`src/rtl/ps2_mouse_ctrl_pkg.sv`:
```
// Shared types and protocol constants for the PS/2 mouse sequencer.
// Packet layout follows the standard 3-byte PS/2 stream format.
package ps2_mouse_pkg;

    typedef enum logic [3:0] {
        ST_TX_RST,
        ST_ACK1,
        ST_BAT,
        ST_ID,
        ST_TX_EN,
        ST_ACK2,
        ST_S0,
        ST_S1,
        ST_S2,
        ST_FAIL
    } mouse_state_t;

    localparam logic [7:0] CMD_RESET  = 8'hFF;
    localparam logic [7:0] CMD_ENABLE = 8'hF4;
    localparam logic [7:0] RSP_ACK    = 8'hFA;
    localparam logic [7:0] RSP_BAT_OK = 8'hAA;
    localparam logic [7:0] RSP_ID     = 8'h00;

    typedef struct packed {
        logic       y_ovf;
        logic       x_ovf;
        logic       y_sign;
        logic       x_sign;
        logic       sync;
        logic [2:0] btn;
    } pkt_hdr_t;

    typedef struct packed {
        pkt_hdr_t   hdr;
        logic [7:0] x;
        logic [7:0] y;
    } mouse_packet_t;

    // Byte the device must answer with while the FSM waits in an init state.
    function automatic logic [7:0] init_rsp(mouse_state_t s);
        case (s)
            ST_BAT:  return RSP_BAT_OK;
            ST_ID:   return RSP_ID;
            default: return RSP_ACK;
        endcase
    endfunction

endpackage

```
`src/rtl/ps2_mouse_ctrl_if.sv`:
```
// Transceiver handshake and packet/cursor outputs of the mouse sequencer.
interface ps2_mouse_ctrl_if;
    logic       rx_done_tick;
    logic [7:0] rx_data;
    logic       tx_idle;
    logic       tx_done_tick;
    logic       wr_ps2;
    logic [7:0] tx_data;
    logic       ready;
    logic       init_fail;
    logic       pkt_valid;
    logic [2:0] pkt_btn;
    logic [8:0] pkt_dx;
    logic [8:0] pkt_dy;
    logic [9:0] cursor_x;
    logic [9:0] cursor_y;

    modport master (
        input  rx_done_tick, rx_data, tx_idle, tx_done_tick,
        output wr_ps2, tx_data, ready, init_fail,
               pkt_valid, pkt_btn, pkt_dx, pkt_dy, cursor_x, cursor_y
    );

    modport slave (
        output rx_done_tick, rx_data, tx_idle, tx_done_tick,
        input  wr_ps2, tx_data, ready, init_fail,
               pkt_valid, pkt_btn, pkt_dx, pkt_dy, cursor_x, cursor_y
    );
endinterface

```
`src/rtl/ps2_mouse_ctrl_cursor.sv`:
```
// Screen-clamped cursor accumulator; starts centred and saturates at the edges.
module ps2_mouse_cursor #(
    parameter int unsigned X_MAX = 639,
    parameter int unsigned Y_MAX = 479
) (
    input  logic       clk,
    input  logic       rst,
    input  logic       upd_i,
    input  logic [8:0] dx_i,
    input  logic [8:0] dy_i,
    input  logic       x_ovf_i,
    input  logic       y_ovf_i,
    output logic [9:0] x_o,
    output logic [9:0] y_o
);
    localparam logic signed [11:0] XM = 12'(X_MAX);
    localparam logic signed [11:0] YM = 12'(Y_MAX);

    logic [9:0] x_q, x_d, y_q, y_d;
    logic signed [11:0] dx_eff, dy_eff, x_sum, y_sum;

    assign dx_eff = x_ovf_i ? 12'sd0 : {{3{dx_i[8]}}, dx_i};
    assign dy_eff = y_ovf_i ? 12'sd0 : {{3{dy_i[8]}}, dy_i};
    assign x_sum  = $signed({2'b00, x_q}) + dx_eff;
    // PS/2 reports +y as upward, screen y grows downward.
    assign y_sum  = $signed({2'b00, y_q}) - dy_eff;

    always_comb begin
        x_d = x_q;
        y_d = y_q;
        if (upd_i) begin
            if (x_sum[11])      x_d = '0;
            else if (x_sum > XM) x_d = XM[9:0];
            else                 x_d = x_sum[9:0];
            if (y_sum[11])      y_d = '0;
            else if (y_sum > YM) y_d = YM[9:0];
            else                 y_d = y_sum[9:0];
        end
    end

    always_ff @(posedge clk or posedge rst) begin
        if (rst) begin
            x_q <= 10'((X_MAX + 1) / 2);
            y_q <= 10'((Y_MAX + 1) / 2);
        end else begin
            x_q <= x_d;
            y_q <= y_d;
        end
    end

    assign x_o = x_q;
    assign y_o = y_q;
endmodule

```
`src/rtl/ps2_mouse_ctrl.sv`:
```
// PS/2 mouse sequencer: reset/enable handshake with timeout and retry,
// then 3-byte stream packet assembly feeding the cursor accumulator.
module ps2_mouse_ctrl
    import ps2_mouse_pkg::*;
#(
    parameter int unsigned TIMEOUT_CYCLES = 2_500_000,
    parameter int unsigned MAX_RETRIES    = 3,
    parameter int unsigned X_MAX          = 639,
    parameter int unsigned Y_MAX          = 479
) (
    input logic             clk,
    input logic             rst,
    ps2_mouse_ctrl_if.master bus
);
    localparam int unsigned     TW       = $clog2(TIMEOUT_CYCLES + 1);
    localparam int unsigned     RW       = $clog2(MAX_RETRIES + 1);
    localparam logic [TW-1:0]   TMO_LAST = TW'(TIMEOUT_CYCLES - 1);
    localparam logic [RW-1:0]   LAST_TRY = RW'(MAX_RETRIES - 1);

    mouse_state_t  state_q, state_d;
    logic [TW-1:0] tmo_q, tmo_d;
    logic [RW-1:0] retry_q, retry_d;
    logic          sent_q, sent_d;
    logic          wr_q, wr_d;
    logic [7:0]    txd_q, txd_d;
    logic [7:0]    b0_q, b0_d, b1_q, b1_d;
    logic          pv_q;
    logic [2:0]    btn_q;
    logic [8:0]    dx_q, dy_q;
    logic          enter, bad, upd, counting, tmo_exp;
    mouse_packet_t pkt_w;

    assign pkt_w    = {b0_q, b1_q, bus.rx_data};
    assign counting = !(state_q inside {ST_S0, ST_FAIL});
    assign tmo_exp  = counting && (tmo_q == TMO_LAST);

    always_comb begin
        state_d = state_q;
        retry_d = retry_q;
        sent_d  = sent_q;
        wr_d    = 1'b0;
        txd_d   = txd_q;
        b0_d    = b0_q;
        b1_d    = b1_q;
        enter   = 1'b0;
        bad     = 1'b0;
        upd     = 1'b0;
        case (state_q)
            ST_TX_RST, ST_TX_EN: begin
                if (bus.tx_idle && !sent_q) begin
                    wr_d   = 1'b1;
                    sent_d = 1'b1;
                    txd_d  = (state_q == ST_TX_RST) ? CMD_RESET : CMD_ENABLE;
                end
                // Completion beats a coincident timeout.
                if (bus.tx_done_tick) begin
                    state_d = (state_q == ST_TX_RST) ? ST_ACK1 : ST_ACK2;
                    enter   = 1'b1;
                end else if (tmo_exp) begin
                    bad = 1'b1;
                end
            end
            ST_ACK1, ST_BAT, ST_ID, ST_ACK2: begin
                if (bus.rx_done_tick) begin
                    if (bus.rx_data == init_rsp(state_q)) begin
                        enter = 1'b1;
                        case (state_q)
                            ST_ACK1: state_d = ST_BAT;
                            ST_BAT:  state_d = ST_ID;
                            ST_ID:   state_d = ST_TX_EN;
                            default: state_d = ST_S0;
                        endcase
                    end else begin
                        bad = 1'b1;
                    end
                end else if (tmo_exp) begin
                    bad = 1'b1;
                end
            end
            ST_S0: begin
                // Bytes without the sync bit cannot start a packet; drop them.
                if (bus.rx_done_tick && bus.rx_data[3]) begin
                    b0_d    = bus.rx_data;
                    state_d = ST_S1;
                    enter   = 1'b1;
                end
            end
            ST_S1: begin
                if (bus.rx_done_tick) begin
                    b1_d    = bus.rx_data;
                    state_d = ST_S2;
                    enter   = 1'b1;
                end else if (tmo_exp) begin
                    state_d = ST_S0;
                    enter   = 1'b1;
                end
            end
            ST_S2: begin
                if (bus.rx_done_tick) begin
                    upd     = pkt_w.hdr.sync;
                    state_d = ST_S0;
                    enter   = 1'b1;
                end else if (tmo_exp) begin
                    state_d = ST_S0;
                    enter   = 1'b1;
                end
            end
            default: ;
        endcase
        if (bad) begin
            enter   = 1'b1;
            retry_d = retry_q + RW'(1);
            state_d = (retry_q >= LAST_TRY) ? ST_FAIL : ST_TX_RST;
        end
        if (enter) sent_d = 1'b0;
    end

    assign tmo_d = enter ? '0 : (counting ? tmo_q + TW'(1) : tmo_q);

    always_ff @(posedge clk or posedge rst) begin
        if (rst) begin
            state_q <= ST_TX_RST;
            tmo_q   <= '0;
            retry_q <= '0;
            sent_q  <= 1'b0;
            wr_q    <= 1'b0;
            txd_q   <= '0;
            b0_q    <= '0;
            b1_q    <= '0;
            pv_q    <= 1'b0;
            btn_q   <= '0;
            dx_q    <= '0;
            dy_q    <= '0;
        end else begin
            state_q <= state_d;
            tmo_q   <= tmo_d;
            retry_q <= retry_d;
            sent_q  <= sent_d;
            wr_q    <= wr_d;
            txd_q   <= txd_d;
            b0_q    <= b0_d;
            b1_q    <= b1_d;
            pv_q    <= upd;
            if (upd) begin
                btn_q <= pkt_w.hdr.btn;
                dx_q  <= {pkt_w.hdr.x_sign, pkt_w.x};
                dy_q  <= {pkt_w.hdr.y_sign, pkt_w.y};
            end
        end
    end

    ps2_mouse_cursor #(
        .X_MAX(X_MAX),
        .Y_MAX(Y_MAX)
    ) u_cursor (
        .clk    (clk),
        .rst    (rst),
        .upd_i  (upd),
        .dx_i   ({pkt_w.hdr.x_sign, pkt_w.x}),
        .dy_i   ({pkt_w.hdr.y_sign, pkt_w.y}),
        .x_ovf_i(pkt_w.hdr.x_ovf),
        .y_ovf_i(pkt_w.hdr.y_ovf),
        .x_o    (bus.cursor_x),
        .y_o    (bus.cursor_y)
    );

    assign bus.wr_ps2    = wr_q;
    assign bus.tx_data   = txd_q;
    assign bus.ready     = state_q inside {ST_S0, ST_S1, ST_S2};
    assign bus.init_fail = (state_q == ST_FAIL);
    assign bus.pkt_valid = pv_q;
    assign bus.pkt_btn   = btn_q;
    assign bus.pkt_dx    = dx_q;
    assign bus.pkt_dy    = dy_q;
endmodule

```
`src/flat_wrapper.sv`:
```
// flat-port wrapper written by rule: the top's interface ports become plain ports
module ps2_mouse_ctrl_flat import ps2_mouse_pkg::*;
#(
    parameter int unsigned TIMEOUT_CYCLES = 2_500_000,
    parameter int unsigned MAX_RETRIES    = 3,
    parameter int unsigned X_MAX          = 639,
    parameter int unsigned Y_MAX          = 479
)
  (clk, rst, bus_rx_done_tick, bus_rx_data, bus_tx_idle, bus_tx_done_tick, bus_wr_ps2, bus_tx_data, bus_ready, bus_init_fail, bus_pkt_valid, bus_pkt_btn, bus_pkt_dx, bus_pkt_dy, bus_cursor_x, bus_cursor_y);
  ps2_mouse_ctrl_if bus_i ();
  input logic clk;
  input logic rst;
  input wire logic [$bits(bus_i.rx_done_tick)-1:0] bus_rx_done_tick;
  input wire logic [$bits(bus_i.rx_data)-1:0] bus_rx_data;
  input wire logic [$bits(bus_i.tx_idle)-1:0] bus_tx_idle;
  input wire logic [$bits(bus_i.tx_done_tick)-1:0] bus_tx_done_tick;
  output wire logic [$bits(bus_i.wr_ps2)-1:0] bus_wr_ps2;
  output wire logic [$bits(bus_i.tx_data)-1:0] bus_tx_data;
  output wire logic [$bits(bus_i.ready)-1:0] bus_ready;
  output wire logic [$bits(bus_i.init_fail)-1:0] bus_init_fail;
  output wire logic [$bits(bus_i.pkt_valid)-1:0] bus_pkt_valid;
  output wire logic [$bits(bus_i.pkt_btn)-1:0] bus_pkt_btn;
  output wire logic [$bits(bus_i.pkt_dx)-1:0] bus_pkt_dx;
  output wire logic [$bits(bus_i.pkt_dy)-1:0] bus_pkt_dy;
  output wire logic [$bits(bus_i.cursor_x)-1:0] bus_cursor_x;
  output wire logic [$bits(bus_i.cursor_y)-1:0] bus_cursor_y;
  assign bus_i.rx_done_tick = bus_rx_done_tick;
  assign bus_i.rx_data = bus_rx_data;
  assign bus_i.tx_idle = bus_tx_idle;
  assign bus_i.tx_done_tick = bus_tx_done_tick;
  assign bus_wr_ps2 = bus_i.wr_ps2;
  assign bus_tx_data = bus_i.tx_data;
  assign bus_ready = bus_i.ready;
  assign bus_init_fail = bus_i.init_fail;
  assign bus_pkt_valid = bus_i.pkt_valid;
  assign bus_pkt_btn = bus_i.pkt_btn;
  assign bus_pkt_dx = bus_i.pkt_dx;
  assign bus_pkt_dy = bus_i.pkt_dy;
  assign bus_cursor_x = bus_i.cursor_x;
  assign bus_cursor_y = bus_i.cursor_y;
  ps2_mouse_ctrl #(.TIMEOUT_CYCLES(TIMEOUT_CYCLES), .MAX_RETRIES(MAX_RETRIES), .X_MAX(X_MAX), .Y_MAX(Y_MAX)) u_core (.clk(clk), .rst(rst), .bus(bus_i));
endmodule
```
`config.mk`:
```
export PLATFORM = sky130hd
export DESIGN_NAME = ps2_mouse_ctrl_flat
export DESIGN_NICKNAME = d
export VERILOG_FILES = /design/src/rtl/ps2_mouse_ctrl_pkg.sv /design/src/rtl/ps2_mouse_ctrl_if.sv /design/src/rtl/ps2_mouse_ctrl_cursor.sv /design/src/rtl/ps2_mouse_ctrl.sv /design/src/flat_wrapper.sv
export SDC_FILE = /design/constraint.sdc
export NUM_CORES = 1
export LEC_CHECK = 0
export ABC_AREA = 1
export ABC_CLOCK_PERIOD_IN_PS = 7300
export BUFFER_PORTS_ARGS = -buffer_cell sky130_fd_sc_hd__buf_4
export CAP_MARGIN = 10
export CORE_UTILIZATION = 40
export DETAILED_ROUTE_END_ITERATION = 6
export GPL_ROUTABILITY_DRIVEN = 1
export GPL_TIMING_DRIVEN = 0
export PLACE_DENSITY = 0.68
export SLEW_MARGIN = 25
export SYNTH_ARGS = -nofsm -noshare
export SYNTH_HDL_FRONTEND = slang
export SYNTH_SLANG_ARGS = --single-unit
```
`constraint.sdc`:
```
create_clock -name clk -period 7.3 [get_ports clk]
set_input_delay 1.095 -clock clk [delete_from_list [all_inputs] [get_ports clk]]
set_output_delay 1.095 -clock clk [all_outputs]
set_load 0.02 [all_outputs]
```
==> Yosys cells after proc, flatten, opt, wreduce, memory -nomap -nowiden <==
Index checks and enable logic that the tools add are counted.
{ "totals": {"elab_cells": 99, "reg_bits": 96, "output_inout_bits": 53} }
{ "op_classes": {"n_reduce_logical": 19, "n_eq_ne": 16, "magnitude_cmp": 3, "addsub": 4, "mux": 43} }
{ "ops": {"columns": ["operator", "n"], "rows": [
  ["$mux W22", 2],
  ["$mux W10", 4],
  ["$mux W4", 10],
  ["$mux W12", 2],
  ["$add A22 B1 Y22 const B", 1],
  ["$eq A22 B22 Y1 const B", 1],
  ["$pmux W4 S5", 1],
  ["$mux W1", 17],
  ["$eq A4 B3 Y1 const B", 4],
  ["$mux W8", 2],
  ["$pmux W8 S2", 1],
  ["$add A11 B12 Y12", 1],
  ["$gt A12 B10 Y1 const B", 1],
  ["$gt A12 B11 Y1 const B", 1],
  ["$sub A11 B12 Y12", 1],
  ["$ne A3 B2 Y1 const B", 3],
  ["$pmux W3 S3", 1],
  ["$eq A4 B2 Y1 const B", 2],
  ["$eq A4 B4 Y1 const B", 2],
  ["$eq A8 B8 Y1", 1],
  ["$reduce_and A2 Y1", 4],
  ["$reduce_bool A2 Y1", 3],
  ["$reduce_bool A6 Y1", 1],
  ["$reduce_and A5 Y1", 1],
  ["other kinds (14)", 18]
]} }

==> Longest topological paths before layout <==
Gate-level depths: netlist of the first run.
{ "depth": {"depth_word": 11, "ltp_mapped": 17} }

==> By module <==
Synthesis of the first run repeated with hierarchy kept, for this count alone.
{ "unflattened": {"hier_cells": 803, "hier_area_um2": 5885.6} }
{ "modules_own_cells": {"columns": ["module", "area_per_inst_um2", "n_inst", "cells_each"], "rows": [
  ["ps2_mouse_ctrl", 3507.1, 1, 433],
  ["ps2_mouse_cursor", 2378.5, 1, 370]
]} }

==> Worst setup path after synthesis of the first run <==
Ideal clock, no wire load.
{ "synth_path": {"kind": "input to register", "startpoint": "input port bus_rx_data[0]", "endpoint": "register u_core.u_cursor.y_q[0] (netlist: u_core.u_cursor.y_o[0])", "n_path_buf": 0, "path_stages": 15, "path_slack_ns": 4.563, "arrival_time_ns": 2.620, "required_ns": 7.183, "cell_sequence": "inv_1 -> nor2_1 -> ha_1 -> inv_1 -> fa_1 -> nand3_1 -> nand3_1 -> nand2_1 -> nand2_1 -> nand2_1 -> nand2_1 -> nand3_1 -> nand4_1 -> nand2_1 -> nand2_1"} }
{ "synth_between": {"elab_chain_cells": 5} }
{ "synth_rtl": {"columns": ["element", "line_no", "source"], "rows": [
  ["start, declared", "flat_wrapper.sv:14", "input wire logic [$bits(bus_i.rx_data)-1:0] bus_rx_data;"],
  ["$mux W12 (*)", "ps2_mouse_ctrl_cursor.sv:23", "assign dy_eff = y_ovf_i ? 12'sd0 : {{3{dy_i[8]}}, dy_i};"],
  ["$sub A11 B12 Y12 (*)", "ps2_mouse_ctrl_cursor.sv:26", "assign y_sum = $signed({2'b00, y_q}) - dy_eff;"],
  ["$gt A12 B10 Y1", "ps2_mouse_ctrl_cursor.sv:36", "else if (y_sum > YM) y_d = YM[9:0];"],
  ["$mux W10", "ps2_mouse_ctrl_cursor.sv:36", null],
  ["$mux W10 (*)", "ps2_mouse_ctrl_cursor.sv:35", "if (y_sum[11]) y_d = '0;"],
  ["end signal, assigned", "ps2_mouse_ctrl_cursor.sv:44", "y_q <= 10'((Y_MAX + 1) / 2);"],
  ["end signal, assigned", "ps2_mouse_ctrl_cursor.sv:47", "y_q <= y_d;"],
  ["end, declared", "ps2_mouse_ctrl_cursor.sv:19", "logic [9:0] x_q, x_d, y_q, y_d;"]
]} }
Every way passes the cells marked *; elsewhere a longest branch is shown, timed or not.
A chain may end at the register's enable or synchronous reset.

==> Worst setup path after layout of the first run <==
{ "layout_path": {"startpoint": "register u_core.state_q[3]", "endpoint": "output port bus_ready"} }
{ "layout_between": {"elab_chain_cells": 2, "elab_cells_between_ends": 4} }
{ "layout_rtl": {"columns": ["element", "line_no", "source"], "rows": [
  ["start, declared", "ps2_mouse_ctrl.sv:20", "mouse_state_t state_q, state_d;"],
  ["start signal, assigned", "ps2_mouse_ctrl.sv:135", "state_q <= state_d;"],
  ["$eq A4 B3 Y1 or $eq A4 B4 Y1 (tied branches)", "ps2_mouse_ctrl.sv:169", "assign bus.ready = state_q inside {ST_S0, ST_S1, ST_S2};"],
  ["$reduce_bool A3 Y1 (*)", "ps2_mouse_ctrl.sv:169", null],
  ["end, declared", "flat_wrapper.sv:19", "output wire logic [$bits(bus_i.ready)-1:0] bus_ready;"]
]} }
Marks and branches as above.

==> out/metrics.cfg, run 1 <==
[run_status]
status = finished, final reports clean

[cells_and_area]
syn_to_final_growth_pct = 18.6
drive_gt1_share_pct = 15.4
layout_common_cells = nand2_1 (280), inv_1 (105), nor2_1 (85)
regArea_um2 = 2260
multi_input_area_um2 = 2960
diodes = 0
nets = 929
fillers = 1417
final_common_cell = nand2_1

[clock_tree]
cts_setup_buffers = 0
cts_tree = yes
cts.sinks = 90
numCtsBuffers = 9
clk_latency_ns = 0.35
path_clk_slew_ns = 0.07
cts_hold_buf = 0
cts.path.max_buffers = 2
ctsResizeCount = 0
root_buffer = clkbuf_16
htreeDepth = 3

[die]
die_x_um = 122
initial_core_util_pct = 41.2
dieArea_um2 = 14900
core_area_um2 = 14000
die_h_um = 122
rows = 43
io_pins = 66

[critical_path]
cp-start-kind = register
cp-end-kind = output pin
required_ns = 6.20
critPathMaxFanout = 5
r2r_cells = 17
cp.arrival_ns = 1.85
worst-setup-path-type = reg2out

[power]
finalPower_uw = 3040
swShare_pct = 46.2
power.share.clock_pct = 17.0
p_switching_uw = 1410
cellLeakagePower_uw = 0.00363
power_density_nw_per_um2 = 445
p_int_uw = 1640
seqPwrFrac_pct = 27.0
peakVddDrop_v = 0.000276
comb_power_share_pct = 56.0

[sta]
skew_ns = 0.00843
grt_setup_unrepaired = false
finalSetupViolations = 0
maxSlewViolCount = 0
finalSetupTns_ns = 0
hold_viol_final = 0
period_share_pct = 40.4
tightestPinTransition_ns = 0.500
fmax_ghz = 0.339
relSlewSlack_pct = 66.5
min_period_ns = 2.95

[grt]
grtUsageTotal_pct = 20.4
gr-total-overflow = 0
grt_pass1_wl_um = 23800
grt_max_degree = 61
antenna_found_initial = 0
grt_pass1_vias = 4950

[logic_synthesis]
synthDistinctLibCells = 34
ys_ff_latch = 90
avgSynthCellArea_um2 = 7.11
seq_area_frac_synth_pct = 39.2
synth_cells = 812
syn_nets = 852
yosys_warnings = 0
netlist_area_um2 = 5770

[routing]
route.detailed.drc = 0
wire_per_inst_um = 13.0
first_pass_iters = 5
via_count = 5255
drt-total-wl_um = 13900
postRouteAntennaNets = 0
drt-vias-per-instance = 4.89
drtIter0Drc = 373

[placed_design]
portBuffers = 65
routabilityCongestion = 0.883
hpwl_um = 10800

[min_path]
min_path_cells = 2
hp-class = reg2reg

[flow_run]
maxCapViolCount = 0

-- worst max-delay path: stages, from the launching register on --
cell	delay, ns
dfrtp_1	0.45
inv_2	0.12
nor2_1	0.07
nand2_2	0.14
inv_1	0.07
nor2_1	0.31
nand2_1	0.16
buf_4	0.19
-- cell families (layout without fill, tap and decap cells) --
kind of cell | count (synthesis) | after routing | share of synthesized area [%]
XOR/XNOR | 20 | 20 | 3.04
AND/OR/NAND/NOR | 477 | 477 | 35.6
flip-flops | 90 | 90 | 39.2
adder cells (fa/ha/maj) | 27 | 27 | 6.12
buffers and inverters | 130 | 212 | 9.48
AO/OA/AOI/OAI | 68 | 68 | 6.57
-- final cells by class --
type                            instances  share of cell area, %
Clock inverter                          5                   1.24
Clock buffer                           11                   3.55
Timing Repair Buffer                   66                   7.53
Multi-Input combinational cell        592                   43.3
Inverter                              110                   6.11
Sequential cell                        90                   33.0
Tap cell                              180                   3.29
Buffer                                 20                   1.96
-- Yosys cell counts --
library cell / count / share of area (%)
a21boi_1: 1 / 0.13
a21oi_1: 16 / 1.4
a21oi_2: 5 / 0.76
a21oi_4: 1 / 0.28
a31oi_1: 1 / 0.11
buf_2: 5 / 0.43
buf_4: 8 / 1.0
buf_6: 3 / 0.59
clkbuf_1: 4 / 0.26
dfrtp_1: 84 / 36
dfstp_2: 6 / 2.7
fa_1: 2 / 0.69
ha_1: 25 / 5.4
inv_1: 106 / 6.9
inv_2: 4 / 0.26
nand2_1: 280 / 18
nand2_2: 4 / 0.43
nand2_4: 1 / 0.20
nand3_1: 53 / 4.6
nand3_2: 1 / 0.17
nand3b_1: 5 / 0.65
nand4_1: 23 / 2.5
nor2_1: 85 / 5.5
nor2_2: 5 / 0.54
nor2_4: 1 / 0.20
nor3_1: 7 / 0.61
nor3_2: 8 / 1.4
nor3_4: 1 / 0.28
o21ai_0: 35 / 3.0
o21ai_1: 7 / 0.61
o21bai_1: 2 / 0.26
or2_2: 3 / 0.33
xnor2_1: 9 / 1.4
xor2_1: 11 / 1.7
-- power by group through the flow --
stage | registers [uW] | clock network [uW] | logic, uW
finish | 822 | 517 | 1700
global placement | 829 | 0 | 1680
floorplan | 916 | 0 | 1120
global route | 846 | 548 | 1940
detailed placement | 829 | 0 | 1700
CTS | 823 | 524 | 1710
-- metrics by stage --
stage	hold slack [ns]	worst slack (ns)	std cells	utilization (%)	area, um2
after floorplan	0.433	3.88	812	-	5770
after global placement	0.457	2.61	1057	46.3	6480
final	0.474	4.35	1074	48.9	6840
after global routing	0.507	4.23	1074	48.9	6840
after detailed placement	0.460	4.04	1058	46.6	6520
after CTS	0.477	4.39	1074	48.9	6840
-- state kept, by name, summed over array words and instances, names as in the netlist, 4 cells and up --
signal and count:
u_core.tmo_q 22, u_core.b0_q 8, u_core.b1_q 8, u_core.bus.pkt_dx 9, u_core.u_cursor.x_o 10, u_core.bus.pkt_dy 9, u_core.state_q 4, u_core.u_cursor.y_o 10
-- metal layers --
layer  wire length (um)  part of all wire (%)  up-vias  GRT usage, %
met2               6120                    44      115          31.3
met1               6960                    50     2411          29.2
li1                   -                     -     2710             -
met3                672                   4.8       19          4.26
met4                181                   1.3        0          5.34
met5                  0                     0        -             0
-- worst paths after layout --
check,start,end,slack (ns)
worst max-delay path,u_core.state_q[3],bus_ready,4.35
worst min-delay path,u_core.bus.pkt_btn[2],u_core.bus.pkt_btn[2],0.47
worst max register to register,u_core.b0_q[6],u_core.u_cursor.x_o[3],4.65
worst min register to register,u_core.bus.pkt_btn[2],u_core.bus.pkt_btn[2],0.47
max in group asynchronous,rst,u_core.u_cursor.y_o[7],5.95
min in group asynchronous,rst,u_core.tmo_q[9],0.72
(Power assumes the default switching activity.)
==> run 2: changes to the inputs <==
- ABC_CLOCK_PERIOD_IN_PS: 7300 -> 2700
- PLACE_DENSITY: 0.68 -> 0.7
- clock period: 7.3 -> 2.7 ns (I/O delays scaled with it)
==> out/metrics.cfg, run 2 (synthesis results as in run 1) <==
[routing]
route.detailed.drc = 0  ; unchanged
wire_per_inst_um = 13.2  ; +1.9%
drt-vias-per-instance = 4.89  ; about the same
postRouteAntennaNets = 0  ; unchanged
first_pass_iters = 5  ; unchanged
drtIter0Drc = 404  ; +8.3%
via_count = 5274  ; +0.36%
drt-total-wl_um = 14200  ; +2.2%

[sta]
fmax_ghz = 0.402
skew_ns = 0.0150  ; +0.00658 ns
finalSetupTns_ns = 0  ; unchanged
hold_viol_final = 0  ; unchanged
grt_setup_unrepaired = false
finalSetupViolations = 0  ; unchanged
finalWorstSetupSlack_ns = 0.214  ; -4.14 ns
tightestPinTransition_ns = 0.552  ; +0.0515 ns
maxSlewViolCount = 0  ; unchanged
relSlewSlack_pct = 63.1  ; -3.4 points
holdWs_ns = 0.0787  ; -0.395 ns
min_period_ns = 2.49
period_share_pct = 92.1

[critical_path]
critPathMaxFanout = 8  ; +3
worst-path-buf-inv = 1  ; -2
cp-start-kind = register
required_ns = 2.94  ; -3.26 ns
worst-setup-path-type = reg2reg
cp.arrival_ns = 2.72  ; +0.87 ns
critical-path-top-cell-by-count = nand2_1
timing.rr.end = u_core.u_cursor.y_o[8]
r2r_cells = 12  ; -5
reg2reg_from = u_core.b0_q[7]
crit_path_max_incr_delay_ns = 0.44  ; about the same
r2r_slack_ns = 0.21  ; -4.44 ns
crit_family = simple AND/OR/NAND/NOR gates
cp.depth = 12  ; +5
path_cells = inv_1 -> nand2_1 -> ha_1 -> nand2_1 -> nor2_1 -> nand3_1 -> nand3_1 -> nand3_1 -> nand2_2 -> nand2_1 -> o21ai_0 -> nand2_1
slowest_stage = ha_1
cp-end-kind = register

[placed_design]
hpwl_um = 10800  ; about the same
portBuffers = 65  ; unchanged
pre_cts_ws_ns = 0.0276  ; -4.01 ns
routabilityCongestion = 0.920  ; +4.2%

[power]
cellLeakagePower_uw = 0.00364  ; +0.48%
peakVddDrop_v = 0.000693  ; +150%
power_density_nw_per_um2 = 1190  ; +170%

[flow_run]
maxCapViolCount = 0  ; unchanged

[die]
die_x_um = 122  ; unchanged
io_pins = 66  ; unchanged
core_area_um2 = 14000  ; unchanged
die_h_um = 122  ; unchanged
dieArea_um2 = 14900  ; unchanged
rows = 43  ; unchanged
initial_core_util_pct = 41.2  ; unchanged

[grt]
grt_pass1_wl_um = 23900  ; +0.70%
grt_pass1_vias = 5032  ; +1.7%
antenna_found_initial = 0  ; unchanged
grt_max_degree = 30  ; -51%
gr-total-overflow = 0  ; unchanged
grtUsageTotal_pct = 20.7  ; +0.29 points

[clock_tree]
cts_tree = yes
numCtsBuffers = 9  ; unchanged
path_clk_slew_ns = 0.07  ; about the same
clk_latency_ns = 0.35  ; about the same
cts.sinks = 90  ; unchanged
htreeDepth = 3  ; unchanged
root_buffer = clkbuf_16
cts.path.max_buffers = 2  ; unchanged
cts_hold_buf = 0  ; unchanged

[cells_and_area]
largest_reg_flops = 22  ; unchanged
drive_gt1_share_pct = 16.6  ; +1.2 points
largest_register = u_core.tmo_q
diodes = 0  ; unchanged
final_common_cell = nand2_1
nets = 933  ; +0.43%
syn_to_final_growth_pct = 19.5
fin_util_pct = 49.3  ; +0.38 points
layout_common_cells = nand2_1 (278), inv_1 (104), nor2_1 (84), dfrtp_1 (84), buf_4 (75)

[min_path]
hp-class = in2async

[run_status]
status = finished, final reports clean

## run 2: worst reg2reg max path, delay by kind of cell, from the launching register on
family          cells  cell delay [ns]
compound gates      1             0.19
simple gates        9             1.12
flops               1             0.40
fa+ha+maj           1             0.44
buf+inv             1             0.22
## run 2: how the worst max path moves through the flow
stage                         startpoint                endpoint  slack (ns)
after global routing      u_core.b0_q[7]  u_core.u_cursor.y_o[8]       0.004
after global placement    u_core.b0_q[6]  u_core.u_cursor.x_o[7]        0.03
after CTS                 u_core.b0_q[6]  u_core.u_cursor.x_o[7]       0.009
after detailed placement  u_core.b0_q[6]  u_core.u_cursor.x_o[7]        0.03
after floorplan           u_core.b0_q[6]  u_core.u_cursor.x_o[0]        0.48
final                     u_core.b0_q[7]  u_core.u_cursor.y_o[8]        0.21
## run 2: per-stage QoR
step | cells | area, um2 | total power, uW
2_1_floorplan | 812 | 5770 | 5510
3_3_place_gp | 1057 | 6490 | 6750
3_5_place_dp | 1060 | 6550 | 6840
4_1_cts | 1076 | 6850 | 8150
5_1_grt | 1078 | 6900 | 9000
6_report | 1078 | 6900 | 8190
## run 2: layer usage
| layer | up-vias | wire length [um] | GRT usage (%) | part of all wire [%] |
|---|---|---|---|---|
| met5 | - | 0 | 0 | 0 |
| met4 | 0 | 160 | 5.56 | 1.1 |
| met3 | 13 | 567 | 3.65 | 4.0 |
| met2 | 100 | 6460 | 33.5 | 45 |
| met1 | 2439 | 7060 | 28.5 | 50 |
| li1 | 2722 | - | - | - |
## run 2: final cells by class
class                           instances  area [um2]
Sequential cell                        90        2260
Clock inverter                          6        66.3
Buffer                                 20         134
Timing Repair Buffer                   70         571
Tap cell                              180         225
Multi-Input combinational cell        592        2990
Clock buffer                           10         229
Fill cell                            1405        7090
Inverter                              110         417
## run 2: what timing repair did
item | 4_1_cts | 5_1_grt
gates resized for setup | 0 | 9
setup endpoints to repair | 0 | 19
buffers inserted | 0 | 2
hold endpoints to repair | 0 | 0
## run 2: where the power goes
| group | total, uW | internal, uW | leakage, uW | switching, uW |
|---|---|---|---|---|
| Combinational | 4710 | 1780 | 0.00234 | 2930 |
| Sequential | 2220 | 1840 | 0.00116 | 373 |
| Clock | 1270 | 721 | 0.000147 | 549 |
| Total | 8190 | 4340 | 0.00364 | 3850 |
